===== config.mk =====
export PLATFORM = sky130hd
export DESIGN_NAME = shift_sequencer
export DESIGN_NICKNAME = d
export VERILOG_FILES = /design/src/rtl/shift_sequencer.sv
export SDC_FILE = /design/constraint.sdc
export NUM_CORES = 1
export LEC_CHECK = 0
export BUFFER_PORTS_ARGS = -buffer_cell sky130_fd_sc_hd__buf_2
export CAP_MARGIN = 20
export CORE_MARGIN = 2
export CORE_UTILIZATION = 30
export CTS_CLUSTER_DIAMETER = 40
export DETAILED_ROUTE_END_ITERATION = 6
export HOLD_SLACK_MARGIN = 0.06
export PLACE_DENSITY = 0.5
export RECOVER_POWER = 25
export SYNTH_ARGS = -nofsm -noshare
export SYNTH_HDL_FRONTEND = slang
export SYNTH_SLANG_ARGS = --single-unit

===== constraint.sdc =====
create_clock -name clock -period 2.6 [get_ports clock]
set_clock_uncertainty 0.1 [all_clocks]
set_input_delay 0.26 -clock clock [delete_from_list [all_inputs] [get_ports clock]]
set_output_delay 0.26 -clock clock [all_outputs]
set_load 0.02 [all_outputs]

===== src/rtl/shift_sequencer.sv =====
// shift_sequencer
//   Iterative operand-2 shifter. One command (data, amount, op, carry-in) is
//   accepted, then one 1-bit shift is applied per clock until the amount is
//   exhausted. The result is held on out_data/out_carry until the consumer
//   takes it.
//
// Parameters
//   WIDTH  datapath width in bits
//   AMT_W  shift-amount width; amounts 0..2**AMT_W-1 accepted
//
// Ports
//   clock      rising-edge clock
//   reset      asynchronous, active-high reset
//   in_valid   command present
//   in_ready   command accepted on an edge where in_valid & in_ready
//   in_data    operand to shift
//   in_amt     shift amount
//   in_op      00 LSL, 01 LSR, 10 ASR, 11 ROR
//   in_carry   current C flag, passed through when the amount is 0
//   out_valid  result present, held until taken
//   out_ready  consumer takes the result on an edge where out_valid & out_ready
//   out_data   shifted result
//   out_carry  last bit shifted out
//   busy       high while shifting
module shift_sequencer #(
  parameter int WIDTH = 16,
  parameter int AMT_W = 5
) (
  input  logic             clock,
  input  logic             reset,
  input  logic             in_valid,
  output logic             in_ready,
  input  logic [WIDTH-1:0] in_data,
  input  logic [AMT_W-1:0] in_amt,
  input  logic [1:0]       in_op,
  input  logic             in_carry,
  output logic             out_valid,
  input  logic             out_ready,
  output logic [WIDTH-1:0] out_data,
  output logic             out_carry,
  output logic             busy
);

  typedef enum logic [1:0] {
    IDLE  = 2'd0,
    SHIFT = 2'd1,
    DONE  = 2'd2
  } state_t;

  typedef enum logic [1:0] {
    OP_LSL = 2'd0,
    OP_LSR = 2'd1,
    OP_ASR = 2'd2,
    OP_ROR = 2'd3
  } op_t;

  state_t           state;
  state_t           state_nxt;
  op_t              op_q;
  logic [AMT_W-1:0] count;
  logic [WIDTH-1:0] data_q;
  logic             carry_q;
  logic             accept;
  logic [WIDTH:0]   step;

  // One 1-bit shift; result packed as {carry_out, data}.
  function automatic logic [WIDTH:0] shift_step(input op_t op, input logic [WIDTH-1:0] d);
    logic signed [WIDTH-1:0] ds;
    ds = $signed(d);
    case (op)
      OP_LSL:  shift_step = {d[WIDTH-1], d[WIDTH-2:0], 1'b0};
      OP_LSR:  shift_step = {d[0], 1'b0, d[WIDTH-1:1]};
      OP_ASR:  shift_step = {d[0], ds >>> 1};
      OP_ROR:  shift_step = {d[0], d[0], d[WIDTH-1:1]};
      default: shift_step = {1'b0, d};
    endcase
  endfunction

  // in_ready is the only Mealy output: in DONE a taken result frees the slot
  // on the same edge, so a new command can follow with no idle cycle.
  assign in_ready  = (state == IDLE) || ((state == DONE) && out_ready);
  assign accept    = in_valid && in_ready;
  assign out_valid = (state == DONE);
  assign busy      = (state == SHIFT);
  assign out_data  = data_q;
  assign out_carry = carry_q;
  assign step      = shift_step(op_q, data_q);

  always_comb begin
    state_nxt = state;
    case (state)
      IDLE: begin
        if (accept) state_nxt = (in_amt == '0) ? DONE : SHIFT;
      end
      SHIFT: begin
        if (count == AMT_W'(1)) state_nxt = DONE;
      end
      DONE: begin
        if (out_ready) begin
          if (accept) state_nxt = (in_amt == '0) ? DONE : SHIFT;
          else        state_nxt = IDLE;
        end
      end
      default: state_nxt = IDLE;
    endcase
  end

  always_ff @(posedge clock or posedge reset) begin
    if (reset) begin
      state <= IDLE;
    end else begin
      state <= state_nxt;
    end
  end

  // Command capture at accept, then one iteration per SHIFT cycle.
  // Amounts >= WIDTH simply keep iterating, which yields the saturating
  // LSL/LSR/ASR results and the natural ROR wrap without special cases.
  always_ff @(posedge clock or posedge reset) begin
    if (reset) begin
      data_q  <= '0;
      carry_q <= 1'b0;
      count   <= '0;
      op_q    <= OP_LSL;
    end else if (accept) begin
      data_q  <= in_data;
      carry_q <= in_carry;
      count   <= in_amt;
      op_q    <= op_t'(in_op);
    end else if (state == SHIFT) begin
      data_q  <= step[WIDTH-1:0];
      carry_q <= step[WIDTH];
      count   <= count - AMT_W'(1);
    end
  end

endmodule


==> results of run 1 <==
## kinds of logic (layout without fill, tap and decap cells)
group | Yosys count | count (layout) | share of synthesized area (%)
and+or+nand+nor | 73 | 73 | 23.9
AOI/OAI and AO/OA | 39 | 39 | 19.9
buffers and inverters | 15 | 60 | 4.78
xor gates and xnor gates | 2 | 2 | 1.24
muxes | 3 | 3 | 2.39
DFF | 26 | 26 | 46.0
adders and majority gates | 2 | 2 | 1.77
## routing by layer
layer | vias to the layer above | GRT usage [%] | part of all wire, %
met3 | 4 | 3.45 | 5.3
met1 | 639 | 19.3 | 46
met4 | 0 | 3.70 | 0.80
li1 | 648 | - | -
met5 | - | 0 | 0
met2 | 41 | 25.1 | 48
## layout make-up
type	instances	area share, %
repair buffers	51	15.0
flip-flops and latches	26	37.1
clock buffers	4	3.14
inverters	5	1.07
multi-input cells	119	40.0
well taps	52	3.71
## worst paths after layout
| kind | startpoint | endpoint |
|---|---|---|
| max | state[0] | busy |
| min | in_data[0] | out_data[0] |
| max reg2reg | state[0] | out_data[0] |
| min reg2reg | out_carry | out_carry |
| max in group asynchronous | reset | out_data[12] |
| min in group asynchronous | reset | out_data[2] |
## power groups by stage
| stage | clock network [mW] | registers, mW | logic, mW |
|---|---|---|---|
| after global routing | 0.294 | 0.869 | 1.55 |
| final | 0.269 | 0.836 | 1.36 |
| after floorplan | 0 | 0.957 | 0.894 |
| after detailed placement | 0 | 0.845 | 1.37 |
| after global placement | 0 | 0.840 | 1.35 |
| after CTS | 0.284 | 0.835 | 1.38 |
## through the flow
step	cells	power [mW]	hold slack (ns)	cell area [µm²]
global route	257	2.71	0.100	1760
floorplan	160	1.85	0.200	1410
finish	257	2.47	0.0980	1760
CTS	257	2.50	0.0907	1760
global placement	252	2.19	0.241	1690
detailed placement	252	2.22	0.245	1690
## state kept, by name, summed over array words and instances (netlist names)
signal     count
out_data      16
op_q           2
count          5
state          2
out_carry      1
## critical path: cells and delay by family (launching register included)
family | cells | cell delay, ns
buffers and inverters | 2 | 0.72
flip-flops | 1 | 0.47
AND/OR/NAND/NOR | 1 | 0.28
## Yosys cell counts (all sizes together)
cell type	count	area share (%)
nand2	35	9.3
nand2b	2	0.88
nor4	1	0.44
or2	1	0.44
or4	1	0.53
and3	1	0.44
clkbuf	1	0.27
nor2	20	5.3
a221o	11	7.8
mux2	3	2.4
buf	9	3.2
o21ai	5	1.8
nor3b	1	0.53
xnor2	1	0.62
a21oi	14	5.0
nor4b	2	2.3
ha	2	1.8
inv	5	1.3
xor2	1	0.62
nor3	1	0.71
nand3	6	2.1
a22o	7	4.3
dfrtp	26	46
nor2b	2	0.88
o22ai	1	0.44
o31a	1	0.62
==> results.md, run 1 <==
* Drt wl/cell at 14.6 µm
* Hpwl dp at 2620 µm
* Largest net degree at the start of global routing at 27
* Clk sinks at 26
* Fin nets at 236
* Pwr per Cell Area at 1410 nW/µm²
* Outcome: finished clean
* Drt via density at 5.18
* Clk pwr share at 10.9%
* Initial DRC count at 95
* Slew Limit Fails at 0
* Gp weighted congestion at 0.763
* TritonCTS buffer count at 3
* Chip height at approximately 73 µm
* Most common cell after layout, fill and taps aside: buf_2
* Final Hold Fails at 0
* GRT Util Overall at 14.9%
* RSZ-0062 raised after global routing: false
* Lkg Pwr at between 0.8 and 0.9 nW
* Post-CTS resize count at 0
* R2R depth at 5
* Worst R2R Setup Slack at around 0.76 ns
* Commonest cells after routing, fill and taps aside: buf_2 (47), nand2_1 (35), dfrtp_1 (26), nor2_1 (20), a21oi_1 (14)
* H-tree levels at 1
* CP max stage cell: dfrtp_1
* Max_slew headroom at 1.94%
* Crit end category: primary output
* TNS Setup at 0 ns
* Sequence of cells on the critical path: nand2b_1 -> inv_1 -> buf_2
* Sequential element share of the synthesized area at between 40% and 50%
* DRT Pass-1 Iters at 4
* Hold buffers post-CTS at 1
* Synth-to-Final Area Change at 24.2%
* Min Tclk post-route at 2.11 ns
* Final setup viols at 0
* Initial core utilization at approximately a third
* Slew @ Worst Pin at 1.47 ns
* CP max FO at 16
* Ant. Diodes at 0
* Type of origin of the critical path: register
* Pre-CTS setup slack at 0.770 ns
* Die ar. at approximately 5300 µm²
* Setup Fix Bufs, Post-CTS at 0
* WP data arrival at 1.75 ns
* Residual DRC at 0
* Skew-Pair Late Insertion Delay at 0.27 ns
* Total wire length at about 3700 µm
* Combinational power share at 55.3%
* Cells after Synth at 160
* Hold Crit Class: input port to register
* Register area at about 650 µm²
* Syn. warnings at 0
* Via count at around 1,300
* Clock tree buffer depth at 2
* Vias in the first global route at 1,356
* Required time of the critical path at between 2 and 2.5 ns
* First-pass GRT wire length at 6240 µm
* Routed Antenna Nets at 0
* CP max stage delay at 0.47 ns
* # rows at 24
* IO Port Bufs at between 40 and 50
* Clock tree from TritonCTS: done
* Max Clock Freq at around 0.47 GHz
* IO Count at 48
* Core Footprint at roughly 4400 µm²
* Max-Cap Viols at 0
* Worst setup slack after layout at 0.495 ns
* Sw Pwr at 1.15 mW
* Worst VDD drop at 0.498 mV
* Clock Pin Slew Worst Setup and Hold Paths at about 0.090 ns
* Synth unique cells at 28
* Fin crit share at 81.0%
* Initial antenna violation count at 0
* Area of the multi-input gates at 702 µm²
* CTS root buf: clkbuf_8
* Fin util at around two fifths
* Grt total ovfl at 0
* Flops & latches, synth at 26
* Seq pwr share at 33.8%
* Die X-Extent at 72.7 µm
* Hold path cells at 3
* Synth Cell Area at between 1000 and 1500 µm²
* Sw Share at 46.4%
* Filler cells at 458
* Syn Nets at 190
* Ratio of cells with drive above 1 in the final layout at 28.3%
* WS Path Type: register to primary output
* Synth Area per Inst at 8.84 µm²
* Internal at 1.32 mW
Power figures use the tool's default switching activity.
==> run 2, diff against run 1 <==
PLACE_DENSITY = 0.52   (was 0.5)
clock period = 1.9 ns   (was 2.6 ns; I/O delays follow)
==> results.md, run 2 (synthesis gave the netlist of run 1 again) <==
* # rows at 24
* H-tree levels at 1
* DRT Pass-1 Iters at 4
* Sw Share at 43.4%
* Type of origin of the critical path: register
* Clock tree from TritonCTS: done
* GRT Util Overall at roughly 15%
* Final setup viols at 0
* Die X-Extent at between 70 and 80 µm
* Grt total ovfl at 0
* Metal3 WL at roughly 97 µm
* Sw Pwr at 1.59 mW
* Filler cells at 461
* Initial DRC count at 74
* First-pass GRT wire length at ~6000 µm
* Ant. Diodes at 0
* Combinational power share at 56.0%
* Via count at 1,385
* Crit end category: primary output
* Commonest cells after routing, fill and taps aside: buf_2 (47), nand2_1 (35), dfrtp_1 (26), dlygate4sd3_1 (22), nor2_1 (20)
* Drt via density at 4.86
* Seq pwr share at 31.4%
* Clock Pin Slew Worst Setup and Hold Paths at 0.09 ns
* Max_slew headroom at 40.2%
* Max FFs per register at 16
* Initial core utilization at 31.8%
* Ratio of cells with drive above 1 in the final layout at 28.8%
* Hold Crit Class: input port to register
* Total power at 3.67 mW
* Chip height at 72.7 µm
* Min Tclk post-route at 1.71 ns
* Largest net degree at the start of global routing at 27
* Top Metal Used: met4
* WL met1 at approximately 1900 µm
* TritonCTS buffer count at 3
* Synth-to-Final Area Change at 46.0%
* Clk pwr share at about an eighth
* Hold_sp: in_amt[1]
* Skew-Pair Late Insertion Delay at 0.27 ns
* TNS Setup at 0 ns
* Worst Path Buf+Inv at 3
* Pwr per Cell Area at 1780 nW/µm²
* Hpwl dp at 2630 µm
* IO Count at 48
* Fin nets at about 260
* Slew @ Worst Pin at 0.894 ns
* Lkg Pwr at approximately 1 nW
* Slew Limit Fails at 0
* Most common cell after layout, fill and taps aside: buf_2
* Core Footprint at 4440 µm²
* Worst VDD drop at 0.569 mV
* Reg2reg start: op_q[1]
* Required time of the critical path at 1.61 ns
* WS Path Type: register to primary output
* IO Port Bufs at 47
* Outcome: finished clean
* Max-Cap Viols at 0
* RSZ-0062 raised after global routing: false
* Initial antenna violation count at 0
* Vias in the first global route at between 1,000 and 1,500
* CP max FO at 8
* Sequence of cells on the critical path: nand2b_1 -> buf_4 -> clkinvlp_4 -> buf_2
* Internal at 2.08 mW
* Family with the most delay on the worst path: buffers and inverters
* Residual DRC at 0
* Max Clock Freq at 0.584 GHz
* Fin crit share at around nine tenths
* CTS root buf: clkbuf_8
* Total wire length at 3830 µm
* CP max stage delay at 0.47 ns
* Final Hold Fails at 0
* Clock tree buffer depth at 2
* Die ar. at 5280 µm²
* Routed Antenna Nets at 0
* Clk sinks at 26
* Gp weighted congestion at 0.747
* WP data arrival at 1.42 ns
* Worst setup startpoint: state[0]
* DR WL met2 at 1800 µm
* CP max stage cell: dfrtp_1
* Drt wl/cell at 13.4 µm
-- run 2: final cells by class --
cell class | instances | area, µm² | area share [%]
Clock buffer | 3 | 41.3 | 2.00
Clock inverter | 1 | 30.0 | 1.45
Inverter | 5 | 22.5 | 1.09
Multi-Input combinational cell | 119 | 702 | 34.0
Sequential cell | 26 | 651 | 31.5
Tap cell | 52 | 65.1 | 3.15
Timing Repair Buffer | 79 | 553 | 26.8
-- run 2: final timing paths --
check	endpoint	slack (ns)	cells past startpoint
worst min-delay path	count[1]	0.07	2
min in group asynchronous	out_data[5]	0.54	4
max in group asynchronous	out_data[0]	0.72	4
worst max-delay path	busy	0.19	4
worst max register to register	out_data[10]	0.19	4
worst min register to register	count[1]	0.45	1
-- run 2: layer usage --
layer | GRT usage (%) | vias to the layer above
li1 | - | 706
met1 | 20.6 | 650
met2 | 24.6 | 27
met3 | 2.21 | 2
met4 | 4.94 | 0
met5 | 0 | -
-- run 2: worst register-to-register path, delay by kind of cell, from the launching register on --
family,cells,cell delay [ns]
simple gates,2,0.83
flops,1,0.44
compound gates,2,0.29
-- run 2: repair_timing --
| action | 4_1_cts | 5_1_grt |
|---|---|---|
| hold buffers | 22 | 0 |
| setup endpoints to repair | 1 | 1 |
| resized for setup | 1 | 0 |
| buffers inserted | 0 | 5 |
| endpoints found under the hold margin | 47 | 0 |
-- run 2: through the flow --
stage	setup WS [ns]	instances	instance area, µm²	utilization [%]	hold WS, ns
after global placement	0.197	254	1720	38.7	0.166
after detailed placement	0.184	254	1720	38.7	0.171
after floorplan	0.411	160	1410	-	0.130
after CTS	0.0332	280	2020	45.4	0.0620
after global routing	0.0565	285	2060	46.5	0.0689
final	0.187	285	2060	46.5	0.0709
-- run 2: power groups by stage --
stage / Sequential, mW / Clock (mW) / Combinational [mW]
after global routing: 1.21 / 0.503 / 2.30
after CTS: 1.15 / 0.483 / 1.96
after floorplan: 1.31 / 0 / 1.22
after global placement: 1.17 / 0 / 1.89
final: 1.15 / 0.464 / 2.06
after detailed placement: 1.17 / 0 / 1.91
==> run 3, diff against run 2 <==
CORE_ASPECT_RATIO = 1.1   (was unset)
REMOVE_ABC_BUFFERS = 1   (was unset)
clock period = 1.4 ns   (was 1.9 ns; I/O delays follow)
==> results.md, run 3 (synthesis gave the netlist of run 1 again) <==
* Clock tree buffer depth at 2
* Initial core utilization at 30.8%
* Via count at 1,512
* Routed Antenna Nets at 0
* Min Hold Slack at 0.0954 ns
* Hold Crit Class: input port to register
* Required time of the critical path at 1.46 ns
* Drt wl/cell at 14.1 µm
* # rows at 26
* Seq pwr share at a little over a quarter
* Outcome: finished, violations left
* Final Hold Fails at 0
* Skew-Pair Late Insertion Delay at 0.27 ns
* WS Path Type: register to register
* IO Port Bufs at 47
* CP max FO at 5
* Filler cells at 448
* Initial DRC count at 36
* Die X-Extent at 69.5 µm
* Min Tclk post-route at 1.49 ns
* Ant. Diodes at 0
* Fin nets at 284
* Max Clock Freq at 0.669 GHz
* DRT Pass-1 Iters at 4
* Slew Limit Fails at 0
* Core Footprint at 4590 µm²
* Synth-to-Final Area Change at 69.6%
* Max FFs per register at 16
* Grt total ovfl at 0
* Sw Pwr at 2.48 mW
* Lkg Pwr at 1.14 nW
* Most common cell after layout, fill and taps aside: buf_2
* Die ar. at 5280 µm²
* TritonCTS buffer count at 3
* Total power at 5.90 mW
* Gp weighted congestion at 0.725
* H-tree levels at 1
* Commonest cells after routing, fill and taps aside: buf_2 (44), nand2_1 (35), dfrtp_1 (25), dlygate4sd3_1 (25), buf_4 (18)
* Worst VDD drop at 1.13 mV
* Area of the multi-input gates at 802 µm²
* Largest net degree at the start of global routing at 27
* Chip height at 76 µm
* Total wire length at 4360 µm
* Sw Share at 42.1%
* Failing checks: negative setup slack
* IO Count at 48
* Clock Pin Slew Worst Setup and Hold Paths at 0.09 ns
* CTS root buf: clkbuf_8
* Crit end category: register
* Max_slew headroom at between 50 and 60%
* Pwr per Cell Area at 2460 nW/µm²
* Worst R2R Setup Slack at -0.09 ns
* First-pass GRT wire length at 7650 µm
* RSZ-0062 raised after global routing: true
* Combinational power share at 62.1%
* Register area at about 650 µm²
* Final setup viols at 23
* Clk pwr share at 10.7%
* Worst setup slack after layout at -0.0949 ns
* Post-route cell area at 2400 µm²
* R2R depth at 5
* Clk sinks at 26
* Ratio of cells with drive above 1 in the final layout at between 30% and 40%
* Dpl cell area at 1870 µm²
* Initial antenna violation count at 0
* WP data arrival at 1.56 ns
* Type of origin of the critical path: register
* Vias in the first global route at 1,625
* GRT Util Overall at 17.6%
* Residual DRC at 0
* Clock tree from TritonCTS: done
* Slew @ Worst Pin at 0.677 ns
* Fin crit share at 107%
* Hold path cells at 3
* Hpwl dp at 2810 µm
* Max-Cap Viols at 0
* Internal at 3.41 mW
* Pre-CTS setup slack at -0.159 ns
* Drt via density at just under 5
[run 3: worst paths after layout]
kind / startpoint / endpoint
setup / recovery: state[1] / count[4]
hold reg to reg: out_carry / out_carry
min in group asynchronous: reset / out_data[2]
setup reg to reg: state[1] / count[4]
hold / removal: in_valid / state[1]
max in group asynchronous: reset / state[0]
[run 3: critical path: stages, from the launching register on]
cell	delay (ns)
dfrtp_1	0.41
nand2b_4	0.15
buf_4	0.16
nor4b_4	0.21
xor2_1	0.09
mux2_2	0.27
[run 3: cell type report]
class / count / share of cell area (%)
Tap cell: 56 / 2.92
Timing Repair Buffer: 99 / 32.6
Clock inverter: 1 / 1.25
Clock buffer: 3 / 1.72
Inverter: 5 / 0.887
Sequential cell: 26 / 27.2
Multi-Input combinational cell: 119 / 33.5
[run 3: layer usage]
| metal | wire length (µm) | track usage, % |
|---|---|---|
| met1 | 2010 | 24.1 |
| met3 | 200 | 2.91 |
| met4 | 27 | 3.14 |
| met2 | 2110 | 29.6 |
| met5 | 0 | 0 |
[run 3: what timing repair did]
item,in CTS,in global routing
buffers inserted,3,0
pin swaps,7,9
gates resized for setup,22,20
hold endpoints to repair,50,0
hold buffers,25,0
gates cloned,1,0
endpoints found under the setup margin,26,29
[run 3: through the flow]
stage / util, % / TNS (ns) / cells
floorplan: - / -13.67 / 150
global placement: 40.9 / -1.82 / 276
detailed placement: 40.9 / -2.22 / 276
CTS: 50.8 / -1.14 / 309
global route: 52.3 / -2.54 / 309
finish: 52.3 / -1.23 / 309
[run 3: power groups by stage]
| stage | combinational [mW] | sequential (mW) | clock [mW] |
|---|---|---|---|
| after floorplan | 1.55 | 1.78 | 0 |
| after global placement | 3.03 | 1.56 | 0 |
| after detailed placement | 3.05 | 1.55 | 0 |
| after CTS | 3.48 | 1.55 | 0.642 |
| after global routing | 4.01 | 1.67 | 0.673 |
| final | 3.66 | 1.61 | 0.628 |
